`config.mk`:
```
export PLATFORM = sky130hd
export DESIGN_NAME = flag_branch_unit
export DESIGN_NICKNAME = d
export VERILOG_FILES = /design/src/rtl/flag_branch_pkg.sv /design/src/rtl/br_cond_eval.sv /design/src/rtl/flag_branch_unit.sv
export SDC_FILE = /design/constraint.sdc
export NUM_CORES = 1
export LEC_CHECK = 0
export BUFFER_PORTS_ARGS = -buffer_cell sky130_fd_sc_hd__buf_2
export CAP_MARGIN = 15
export CORE_ASPECT_RATIO = 0.6
export CORE_UTILIZATION = 50
export DETAILED_ROUTE_END_ITERATION = 7
export PLACE_DENSITY = 0.81
export SYNTH_ARGS = -nofsm -noshare
export SYNTH_HDL_FRONTEND = slang
export SYNTH_SLANG_ARGS = --single-unit
```
`constraint.sdc`:
```
create_clock -name clk -period 4.66 [get_ports clk]
set_input_delay 0.699 -clock clk [delete_from_list [all_inputs] [get_ports clk]]
set_output_delay 0.699 -clock clk [all_outputs]
set_load 0.05 [all_outputs]
```
`src/rtl/flag_branch_pkg.sv`:
```
// Shared types for the flag register and branch-condition evaluation.
// Optional same-cycle flag forwarding is enabled with FLAG_FWD_EN.
package flag_branch_pkg;

    typedef enum logic [2:0] {
        NE  = 3'b000,
        EQ  = 3'b001,
        GT  = 3'b010,
        LT  = 3'b011,
        GE  = 3'b100,
        LE  = 3'b101,
        OV  = 3'b110,
        UNC = 3'b111
    } br_cond_e;

    typedef struct packed {
        logic z;
        logic v;
        logic n;
    } flags_t;

    localparam int     RST_PC    = 0;
    localparam flags_t FLAGS_RST = '{z: 1'b0, v: 1'b0, n: 1'b0};

endpackage

```
`src/rtl/br_cond_eval.sv`:
```
// Pure combinational condition check; shared with the decode-side predictor.
// Maps a condition code and a flag set to a taken decision.
module br_cond_eval
    import flag_branch_pkg::*;
(
    input  flags_t   flg,
    input  br_cond_e cond,
    output logic     taken
);

    always_comb begin
        taken = 1'b0;
        unique case (cond)
            NE:      taken = !flg.z;
            EQ:      taken = flg.z;
            GT:      taken = !flg.z && !flg.n;
            LT:      taken = flg.n;
            GE:      taken = flg.z || !flg.n;
            LE:      taken = flg.z || flg.n;
            OV:      taken = flg.v;
            UNC:     taken = 1'b1;
            default: taken = 1'b0;
        endcase
    end

endmodule

```
`src/rtl/flag_branch_unit.sv`:
```
// Architectural flag register, branch resolution and one-entry target register.
// Define FLAG_FWD_EN to forward same-cycle ALU flags into branch evaluation.
module flag_branch_unit
    import flag_branch_pkg::*;
#(
    parameter int PC_W  = 16,
    parameter int OFF_W = 9
) (
    input  logic             clk,
    input  logic             rst_n,
    input  logic [2:0]       flag_we,
    input  logic             zero,
    input  logic             ovfl,
    input  logic             sign,
    input  logic             flush,
    input  logic             br_valid,
    output logic             br_ready,
    input  logic [2:0]       br_cond,
    input  logic [PC_W-1:0]  br_pc_inc,
    input  logic [OFF_W-1:0] br_off,
    output logic             tgt_valid,
    input  logic             tgt_ready,
    output logic [PC_W-1:0]  tgt_pc,
    output logic             tgt_taken,
    output logic [2:0]       flags
);

    flags_t          flag_q;
    flags_t          flag_eval;
    logic            taken;
    logic            accept;
    logic [PC_W-1:0] off_ext;
    logic [PC_W-1:0] pc_next;

    always_ff @(posedge clk or negedge rst_n) begin
        if (!rst_n) begin
            flag_q <= FLAGS_RST;
        end else begin
            if (flag_we[2]) flag_q.z <= zero;
            if (flag_we[1]) flag_q.v <= ovfl;
            if (flag_we[0]) flag_q.n <= sign;
        end
    end

    always_comb begin
        flag_eval = flag_q;
`ifdef FLAG_FWD_EN
        if (flag_we[2]) flag_eval.z = zero;
        if (flag_we[1]) flag_eval.v = ovfl;
        if (flag_we[0]) flag_eval.n = sign;
`endif
    end

    br_cond_eval u_eval (
        .flg   (flag_eval),
        .cond  (br_cond_e'(br_cond)),
        .taken (taken)
    );

    // Word offset: sign-extend and scale by two in one concatenation.
    assign off_ext = {{(PC_W-OFF_W-1){br_off[OFF_W-1]}}, br_off, 1'b0};
    assign pc_next = taken ? br_pc_inc + off_ext : br_pc_inc;

    assign br_ready = !tgt_valid || tgt_ready;
    assign accept   = br_valid && br_ready;

    always_ff @(posedge clk or negedge rst_n) begin
        if (!rst_n) begin
            tgt_valid <= 1'b0;
            tgt_pc    <= PC_W'(RST_PC);
            tgt_taken <= 1'b0;
        end else if (flush) begin
            tgt_valid <= 1'b0;
        end else if (accept) begin
            tgt_valid <= 1'b1;
            tgt_pc    <= pc_next;
            tgt_taken <= taken;
        end else if (tgt_ready) begin
            tgt_valid <= 1'b0;
        end
    end

    assign flags = flag_q;

endmodule

```
# Word-level counts from Yosys, hierarchy flattened
# Index checks and enable logic that the tools add are counted.
[word_totals]
elab_cells = 31
out_inout_bits = 22
regBits = 21
input_bits = 39
[classes]
n_bitwise = 1
reduce_logical = 11
n_addsub = 1
n_eq_ne = 7
mux = 5
[op_table]
columns = ["op", "n"]
rows = [
  ["adder 16 bit", 1],
  ["two-way mux 16 bit", 1],
  ["== test 3 bit (second input constant)", 4],
  ["one-hot mux 1 bit (8 select lines)", 1],
  ["== test 3 x 2 -> 1 bit (second input constant)", 2],
  ["== test 3 x 1 -> 1 bit (second input constant)", 1],
  ["zero test 1 bit", 3],
  ["zero test 3 bit", 1],
  ["logical OR 1 bit", 3],
  ["two-way mux 1 bit", 3],
  ["nonzero test 3 bit", 1],
  ["logical AND 1 bit", 2],
  ["AND reduction 2 bit", 1],
  ["inverter 1 bit", 1],
]

# Logic depth before layout (Yosys ltp)
# Gate-level depths: netlist of run 1.
[logic_depth]
depth_word = 5
depth_mapped = 9
depth_no_buf = 9

# Modules after synthesis
# Synthesis of run 1 repeated with hierarchy kept, for this count alone.
[unflattened]
cells_unflattened = 188
hier_area_um2 = 1657.8
[modules_own_cells]
columns = ["module", "cells_each", "n_inst", "area_per_inst_um2", "seq_area_each_um2"]
rows = [
  ["flag_branch_unit", 177, 1, 1581.5, 525.5],
  ["br_cond_eval", 11, 1, 76.3, 0.0],
]

# Worst setup path before layout of run 1
# No wires, ideal clock.
[synth_path]
path_kind = "input to register"
startpoint = "input port br_pc_inc[1]"
endpoint = "register tgt_pc[15]"
path_slack_ns = 2.149
stages = 9
arrival_time_ns = 2.429
required_ns = 4.578
path_cell_list = "ha_1 inv_1 fa_1 nand2b_1 a211oi_2 o21a_1 nor3_1 or4_1 a31oi_1"
[synth_between]
elab_chain_len = 2
[synth_rtl]
columns = ["element", "line_no", "rtl"]
rows = [
  ["start: declaration", "flag_branch_unit.sv:19", "input logic [PC_W-1:0] br_pc_inc,"],
  ["adder 16 bit", "flag_branch_unit.sv:62", "assign pc_next = taken ? br_pc_inc + off_ext : br_pc_inc;"],
  ["two-way mux 16 bit", "flag_branch_unit.sv:62", ""],
  ["end signal: assignment", "flag_branch_unit.sv:70", "tgt_pc <= PC_W'(RST_PC);"],
  ["end signal: assignment", "flag_branch_unit.sv:76", "tgt_pc <= pc_next;"],
  ["end: declaration", "flag_branch_unit.sv:23", "output logic [PC_W-1:0] tgt_pc,"],
]
# No other way between the ends.
# A chain may end at the register's enable or synchronous reset.

# Final worst setup path of run 1
# Same ends and word-level chain as after synthesis.

==> results.txt, run 1 <==
The number of global-route vias before repair is 1389. Number of maximum-capacitance constraint violations: 0. Post-synthesis cell type with the largest combined area: sky130_fd_sc_hd__dfrtp_1. The total inserted antenna cells is 0, and the initial standard-cell utilization of the core is 0.552. The clock share of power is 0.166, and the total core area is 3020 um2. The largest fanout on the critical path was 3.

The number of nets in the synthesized netlist is 254. Async set-or-reset flop fraction in the synthesized netlist: 1.00. TritonCTS built the clock tree. The fraction of layout cells with a size suffix above 1 was 0.288. The number of clock buffers added by TritonCTS is 3. The leading cell type in the layout, fill and taps excluded was sky130_fd_sc_hd__buf_2. The count of pins over their slew limit came out at 0.

The count of cells resized by post-cts repair was 0; the final worst-path cycle share was 0.535. Summed over all nets, the half-perimeter wirelength after detailed placement is 3.43 mm. Summing over every cut layer, the via total after detailed routing is 1675. The internal power of the cells totals 382 uW. The overall track demand over capacity in global routing was 0.250; the clock slew at the register clock pins of the worst setup and hold paths was 0.07 ns. The Yosys step of the flow raised 0 warnings.

The finished layout holds 302 standard cells, fillers aside. Initial antenna violation count: 0. For the remaining antenna violation count, the log shows 0.

For the largest net degree at the start of global routing, the log shows 29. The total setup buffers inserted after CTS was 0; the fraction of synthesized cell area taken by the top area cell type was 0.315. On the critical path, the stage with the largest delay is an instance of sky130_fd_sc_hd__or4_1.

The growth of design area from synthesis to finish is 23.5%. For the relative max-transition margin, the log shows 0.265. Across all setup checks in the final design, the least slack found is 2.17 ns.

Counting distinct cell types in the post-synthesis netlist gives 43. The mapped netlist covers 1670 um2. The number of inserted filler cells in the final layout is 279, and the width of the chip is 76.6 um. Sequential fraction of design power: 0.334. Walking the worst path, the cells encountered are buf_2 > ha_1 > inv_1 > fa_1 > nand2b_1 > a211oi_2 > o21a_1 > nor3_1 > or4_1 > a31oi_1.

At the end of the flow, the number of nets in the layout was 315. A synthesized cell averages 8.35 um2. The number of endpoints with negative hold slack in the final report came out at 0.

Sum of negative setup slack: 0 ns. The fraction of power spent switching nets was 0.461. Derived from the worst setup path, the maximum achievable clock frequency is 0.401 GHz. The library cells used most frequently in the layout, excluding fill and tap cells, are sky130_fd_sc_hd__buf_2, sky130_fd_sc_hd__nand2_1, sky130_fd_sc_hd__dfrtp_1. The tools report the maximum clock path buffer count as 2.

STA classifies the critical path endpoint as a flop. In this run the static leakage power is 0.00104 uW. For the number of clock sinks, the log shows 21. The longest individual stage delay on the worst path is 0.46 ns. The required time of the critical path was 4.84 ns; the minimum setup slack after placement was 1.93 ns. Setup repair after global routing left no endpoint under its margin. Summed over all nets, the switching power comes to 327 uW. The number of flops mapped to enable cells by yosys was 0.

The cell at the root of the clock tree is sky130_fd_sc_hd__clkbuf_8. The worst reg2reg path depth was 7; the share of power burned in combinational logic was 0.500. The synthesized design contains 21 register bits. The die covers 3580 um2. At the worst endpoint, the arrival time is 2.68 ns. The utilization after layout was 0.682; the later-pin clock latency in the skew report was 0.26 ns.

The run gives 0 as the final-report setup violation count. The global route total overflow came out at 0. Input and output buffers added on the ports amount to 60. In this run the core area contains 15 standard-cell rows. The routed design has 4.30 mm of wire. Number of optimization iterations in the first detailed-route pass: 4. The worst setup path is of the input port to flop kind. The deepest level of the CTS H-tree is 1, and the worst supply voltage drop on vdd is 0.196 mV.

The count of hold buffers inserted by post-cts repair is 0. Pin placement for this block handled 61 I/O pins. The measured slew at the worst slew-check pin works out to 1.10 ns.

The first global-routing pass estimated 6.82 mm of wire. The minimum clock period after layout came out at 2.49 ns. The number of violations reported at the end of detailed-routing iteration 0 came out at 113. Dividing the detail-routed wire length by the instance count gives 14.2 um. For the final database, setup skew stands at 0.00175 ns. STA classifies the critical path startpoint as an input port. Dividing total power by cell area gives a power density of 344 nW/um2.

DRC violation count after routing: 0. For this run, the leading register cell type out of synthesis is sky130_fd_sc_hd__dfrtp_1. Once placement completed, the tool counted placed cells totaling 298. The run finished with clean final reports.

In the routed layout, each cell is associated on average with a via count of 5.55. Counting every instance in the synthesized netlist gives 200. The sequential-to-total area share from yosys stat was 0.315; the chip height was 46.8 um. The tools report the weighted congestion reported at the end of routability-driven placement as 0.902. The path type of the worst min-delay path was input port to asynchronous set/reset pin. By area the synthesized netlist is led by sky130_fd_sc_hd__dfrtp_1, sky130_fd_sc_hd__ha_1, sky130_fd_sc_hd__a21oi_1, sky130_fd_sc_hd__nand2_1, sky130_fd_sc_hd__nor2_1.
## power groups by stage
stage	Combinational (uW)	Sequential, uW	Clock (uW)
2_1_floorplan	133	364	0
3_3_place_gp	348	238	0
3_5_place_dp	352	240	0
4_1_cts	353	237	119
5_1_grt	381	240	127
6_report	354	237	118
## state kept, by name, indices dropped and copies added, names as in the netlist
| name | flops |
|---|---|
| tgt_valid | 1 |
| tgt_taken | 1 |
| flags | 3 |
| tgt_pc | 16 |
## final cells by class
| cell class | count | area [um2] | area share |
|---|---|---|---|
| Inverter | 5 | 18.8 | 0.00911 |
| Clock inverter | 1 | 5.00 | 0.00243 |
| Tap cell | 42 | 52.6 | 0.0255 |
| Sequential cell | 21 | 526 | 0.255 |
| Clock buffer | 3 | 41.3 | 0.0200 |
| Multi-Input combinational cell | 168 | 1100 | 0.535 |
| Timing Repair Buffer | 62 | 315 | 0.153 |
## cell usage after synthesis, drive strengths merged, types with 5 or more instances
cell and count:
a21oi 18, dfrtp 21, ha 14, inv 5
mux2i 6, nand2 23, nand3 7, nor2 20
nor2b 7, nor3 6, o21a 6, o21ai 16
## critical path, delay by kind of cell
family                   cells  cell delay, ns
AND/OR/NAND/NOR              3            0.71
AO/OA/AOI/OAI                3            0.56
buffers and inverters        2            0.15
adder cells (fa/ha/maj)      2            0.55
## per-layer routing
metal / GRT usage / vias to the layer above / part of all wire
met3: 0.0369 / 0 / 0.062
met4: 0.0462 / 0 / 0
met5: 0 / - / 0
met2: 0.362 / 58 / 0.40
met1: 0.395 / 769 / 0.53
li1: - / 848 / -
## per-stage QoR
stage / instance area (um2) / power, uW / hold slack (ns)
finish: 2060 / 709 / 0.383
global route: 2060 / 748 / 0.415
CTS: 2060 / 709 / 0.396
detailed placement: 2010 / 592 / 0.468
global placement: 2010 / 587 / 0.454
floorplan: 1670 / 497 / 0.403
## worst paths after layout
check	from	to	slack [ns]
max in group asynchronous	rst_n	tgt_pc[10]	3.96
worst min-delay path	rst_n	tgt_pc[1]	0.38
min in group clk	tgt_pc[1]	tgt_pc[1]	0.48
worst max-delay path	br_pc_inc[1]	tgt_pc[15]	2.17
worst max register to register	flags[2]	tgt_pc[5]	2.36
worst min register to register	tgt_pc[1]	tgt_pc[1]	0.48
## cell families (layout without fill, tap and decap cells)
kind of cell,after synthesis,in the layout,synth area share
flops,21,21,0.315
compound gates,59,59,0.224
mux,9,9,0.0562
fa+ha+maj,15,15,0.117
xor+xnor,5,5,0.0262
simple gates,80,80,0.233
buf+inv,11,71,0.0285
Power figures use the tool's default switching activity.
==> run 2, diff against run 1 <==
--- a/config.mk
+++ b/config.mk
@@ -5,12 +5,13 @@
 export SDC_FILE = /design/constraint.sdc
 export NUM_CORES = 1
 export LEC_CHECK = 0
+export ABC_AREA = 1
 export BUFFER_PORTS_ARGS = -buffer_cell sky130_fd_sc_hd__buf_2
 export CAP_MARGIN = 15
 export CORE_ASPECT_RATIO = 0.6
-export CORE_UTILIZATION = 50
+export CORE_UTILIZATION = 47
 export DETAILED_ROUTE_END_ITERATION = 7
-export PLACE_DENSITY = 0.81
+export PLACE_DENSITY = 0.77
 export SYNTH_ARGS = -nofsm -noshare
 export SYNTH_HDL_FRONTEND = slang
 export SYNTH_SLANG_ARGS = --single-unit
==> constraint.sdc (replaced) <==
create_clock -name clk -period 2 [get_ports clk]
set_input_delay 0.3 -clock clk [delete_from_list [all_inputs] [get_ports clk]]
set_output_delay 0.3 -clock clk [all_outputs]
set_load 0.05 [all_outputs]
==> results.txt, run 2 <==
The compound-gate portion of the synthesized area was 0.0732 (was 0.224); the sequential-to-total area share from yosys stat was 0.268 (was 0.315). The async set-or-reset flop fraction in the synthesized netlist was 1.00 (unchanged); the fraction of layout cells with a size suffix above 1 was 0.213 (was 0.288). The worst hold margin is 0.237 ns (was 0.383 ns), and the routed via count is 2115 (was 1675). The power density over the cells is 738 nW/um2 (was 344 nW/um2), and the number of top-level design ports is 61 (unchanged).

For the final critical-path setup slack, the log shows 0.314 ns (was 2.17 ns). The logs give 1820 (was 1389) for the number of global-route vias before repair and 0 (unchanged) for the DRC violation count after routing. The count of pins over their slew limit came out at 0 (unchanged).

The final worst-path cycle share came out at 0.843. Most frequent cells in the layout: sky130_fd_sc_hd__nand2_1, sky130_fd_sc_hd__buf_2, sky130_fd_sc_hd__inv_1 (was sky130_fd_sc_hd__buf_2, sky130_fd_sc_hd__nand2_1, sky130_fd_sc_hd__dfrtp_1). The relative max-transition margin was 0.685 (was 0.265); the sum of negative setup slack was 0 ns (unchanged). Static timing analysis puts the maximum clock frequency at 0.593 GHz.

Element type at the critical path end: a flop (unchanged). The flow ran to the end, and the final reports show no timing, DRC or antenna violations. The CTS buffer count was 3 (unchanged); the global-route wire length before repair was 8.36 mm (was 6.82 mm).

The register bank with the most flops is tgt_pc (unchanged). TritonCTS built the clock tree. The cell with the most instances after synthesis was sky130_fd_sc_hd__nand2_1 (unchanged). The tools report the die area as 4450 um2 (was 3580 um2). The remaining antenna violation count was 0 (unchanged); the number of maximum-capacitance constraint violations was 0 (unchanged). The run gives 0 (unchanged) as the global route total overflow. Most used flip-flop cell after synthesis: sky130_fd_sc_hd__dfrtp_1 (unchanged). For the initial standard-cell utilization of the core, the log shows 0.513 (was 0.552). The tools report the largest net degree at the start of global routing as 27 (was 29). The average wire length per cell after detail routing was 12.2 um (was 14.2 um); the number of violations reported at the end of detailed-routing iteration 0 was 128 (was 113). Fraction of met2 tracks used by global routing: 0.381 (was 0.362).

The logs give 311 (was 200) for the number of standard cells after synthesis and 0.957 (was 0.902) for the weighted congestion reported at the end of routability-driven placement. The multiplexer area fraction after synthesis is 0.0172 (was 0.0562), and the final-report setup violation count is 0 (unchanged). The simple-gate portion of the synthesized area came out at 0.400 (was 0.233). The leading cell type in the layout, fill and taps excluded is sky130_fd_sc_hd__nand2_1 (was sky130_fd_sc_hd__buf_2).

The parity-gate share of the synthesized area counting xor and xnor cells works out to 0.0223 (was 0.0262). The worst supply voltage drop on vdd was 0.503 mV (was 0.196 mV). The path type of the worst min-delay path was input port to flop (was input port to asynchronous set/reset pin). The logs give 0 (unchanged) for the total number of yosys warnings and 365 (was 254) for the net count of the mapped netlist. The run gives 5.15 mm (was 4.30 mm) as the total routed wirelength. The number of flops mapped to enable cells by yosys was 0 (unchanged); the minimum clock period after layout was 1.69 ns. Biggest area contributors in the synthesized netlist: sky130_fd_sc_hd__dfrtp_1, sky130_fd_sc_hd__nand2_1, sky130_fd_sc_hd__inv_1, sky130_fd_sc_hd__ha_1, sky130_fd_sc_hd__nand3_1 (was sky130_fd_sc_hd__dfrtp_1, sky130_fd_sc_hd__ha_1, sky130_fd_sc_hd__a21oi_1, sky130_fd_sc_hd__nand2_1, sky130_fd_sc_hd__nor2_1).

The total setup buffers inserted after CTS was 0 (unchanged). The total inserted antenna cells was 0 (unchanged). Setup repair after global routing left no endpoint under its margin. The number of clock sinks was 21 (unchanged).

The logs give 0.358 (was 0.395) for the met1 usage in global routing and 2.20 ns (was 4.84 ns) for the required time of the critical path. Path type of the worst setup path: input port to flop (unchanged). Post-synth top cells: sky130_fd_sc_hd__nand2_1, sky130_fd_sc_hd__inv_1, sky130_fd_sc_hd__nand3_1, sky130_fd_sc_hd__dfrtp_1, sky130_fd_sc_hd__nor2_1 (was sky130_fd_sc_hd__nand2_1, sky130_fd_sc_hd__dfrtp_1, sky130_fd_sc_hd__nor2_1, sky130_fd_sc_hd__a21oi_1, sky130_fd_sc_hd__ha_1). The standard-cell row count is 17 (was 15). The clock slew at the register clock pins of the worst setup and hold paths works out to 0.08 ns (was 0.07 ns). The number of nets in the final layout was 430 (was 315); the chip height was 52.1 um (was 46.8 um). Maximum clock path buffer count: 2 (unchanged). The tools report the critical path startpoint category as an input port (unchanged). The most used routing layer in global routing was met2 (was met1). The tools report the later-pin clock latency in the skew report as 0.26 ns (about the same). The growth of design area from synthesis to finish works out to 20.6% (was 23.5%). The via density per instance was 5.01 (was 5.55); the fraction of synthesized cell area taken by the top area cell type was 0.268 (was 0.315).

The global routing usage on met3 was 0.0444 (was 0.0369). The data arrival time of the worst path was 1.89 ns (was 2.68 ns). The measured slew at the worst slew-check pin was 0.472 ns (was 1.10 ns); the synthesized area per cell was 6.32 um2 (was 8.35 um2). The tools report the post-route clock skew as 0.00298 ns (was 0.00175 ns). The number of unique standard cell types used by synthesis is 27 (was 43). The deepest level of the CTS H-tree was 1 (unchanged). The dominant combinational cell family by area after synthesis was simple AND/OR/NAND/NOR gates (unchanged). The count of input and output buffers works out to 60 (unchanged). Combined area of all synthesized cells: 1960 um2 (was 1670 um2). Largest fanout on the critical path: 3 (unchanged). For the HPWL reported at the end of detailed placement, the log shows 4.23 mm (was 3.43 mm). The post-synthesis share of cell area spent on full adders, half adders and majority gates was 0.0994 (was 0.117); the total chip power was 1750 uW (was 709 uW). The flip-flop count of the largest register after layout was 16 (unchanged); the total core area was 3830 um2 (was 3020 um2). The cell at the root of the clock tree is sky130_fd_sc_hd__clkbuf_8 (unchanged). For the total leakage power, the log shows 0.00145 uW (was 0.00104 uW). Initial antenna violation count: 0 (unchanged). For the overall track demand over capacity in global routing, the log shows 0.245 (was 0.250). The post-synthesis register bit count is 21 (unchanged), and the width of the chip is 85.5 um (was 76.6 um). The tools report the number of inserted filler cells in the final layout as 386 (was 279).

The number of endpoints with negative hold slack in the final report is 0 (unchanged), and the number of optimization iterations in the first detailed-route pass is 4 (unchanged). The post-synthesis cell type with the largest combined area was sky130_fd_sc_hd__dfrtp_1 (unchanged). The minimum setup slack after placement came out at 0.0587 ns (was 1.93 ns).
==> run 2: changes by cell type after synthesis, sizes merged, moves of 6 or more <==
cell / previous run / this run
o21a: 6 / 0
nand3: 7 / 31
nor2b: 7 / 0
mux2i: 6 / 0
o21ai: 16 / 6
inv: 5 / 52
nand2: 23 / 128
==> run 2: what timing repair did <==
| action | CTS | global route |
|---|---|---|
| hold buffers | 1 | 0 |
| gates resized for setup | 0 | 0 |
| endpoints found under the hold margin | 12 | 0 |
==> run 2: critical path, cell delays in order <==
cell and delay (ns):
sky130_fd_sc_hd__buf_2 0.10, sky130_fd_sc_hd__ha_1 0.20, sky130_fd_sc_hd__inv_1 0.07, sky130_fd_sc_hd__fa_1 0.39, sky130_fd_sc_hd__inv_1 0.12, sky130_fd_sc_hd__nand3_1 0.08
sky130_fd_sc_hd__nand3_1 0.15, sky130_fd_sc_hd__nand2_1 0.10, sky130_fd_sc_hd__a21o_1 0.17, sky130_fd_sc_hd__nand3_1 0.06, sky130_fd_sc_hd__nand3_1 0.08, sky130_fd_sc_hd__nand2_1 0.06
==> run 2: layout make-up <==
type                            count  area [um2]  share of cell area
Timing Repair Buffer               64         333               0.140
Tap cell                           47        58.8              0.0248
Clock inverter                      1        5.00             0.00211
Clock buffer                        3        41.3              0.0174
Sequential cell                    21         526               0.222
Inverter                           53         204              0.0861
Multi-Input combinational cell    233        1200               0.507
==> run 2: metal layers <==
metal / share of wire / vias to the layer above
met5: 0 / -
met1: 0.50 / 951
met2: 0.43 / 66
met4: 0.0066 / 0
li1: - / 1093
met3: 0.068 / 5
==> run 2: worst paths after layout <==
check | from | to | slack [ns] | cells after the start
worst max-delay path | br_pc_inc[1] | tgt_pc[9] | 0.31 | 12
worst min-delay path | flush | tgt_valid | 0.24 | 2
worst max register to register | flags[0] | tgt_pc[13] | 0.42 | 8
worst min register to register | tgt_pc[15] | tgt_pc[15] | 0.48 | 2
max in group asynchronous | rst_n | flags[1] | 1.16 | 2
min in group asynchronous | rst_n | tgt_pc[0] | 0.52 | 2
==> run 2: cell families after synthesis <==
| family | after synthesis |
|---|---|
| muxes | 3 |
| buffers and inverters | 57 |
| AOI/OAI and AO/OA | 23 |
| DFF | 21 |
| xor gates and xnor gates | 5 |
| adders and majority gates | 15 |
| and+or+nand+nor | 187 |
==> run 2: through the flow <==
| step | std cells | cell area, um2 | util |
|---|---|---|---|
| after CTS | 422 | 2370 | 0.619 |
| final | 422 | 2370 | 0.619 |
| after detailed placement | 417 | 2310 | 0.604 |
| after global routing | 422 | 2370 | 0.619 |
| after global placement | 417 | 2310 | 0.604 |
| after floorplan | 311 | 1960 | - |
==> run 2: report_power, final <==
| part | leakage, uW | internal [uW] | switching, uW |
|---|---|---|---|
| combinational | 0.00117 | 256 | 658 |
| sequential | 0.000254 | 508 | 49.0 |
| clock | 0.0000255 | 139 | 140 |
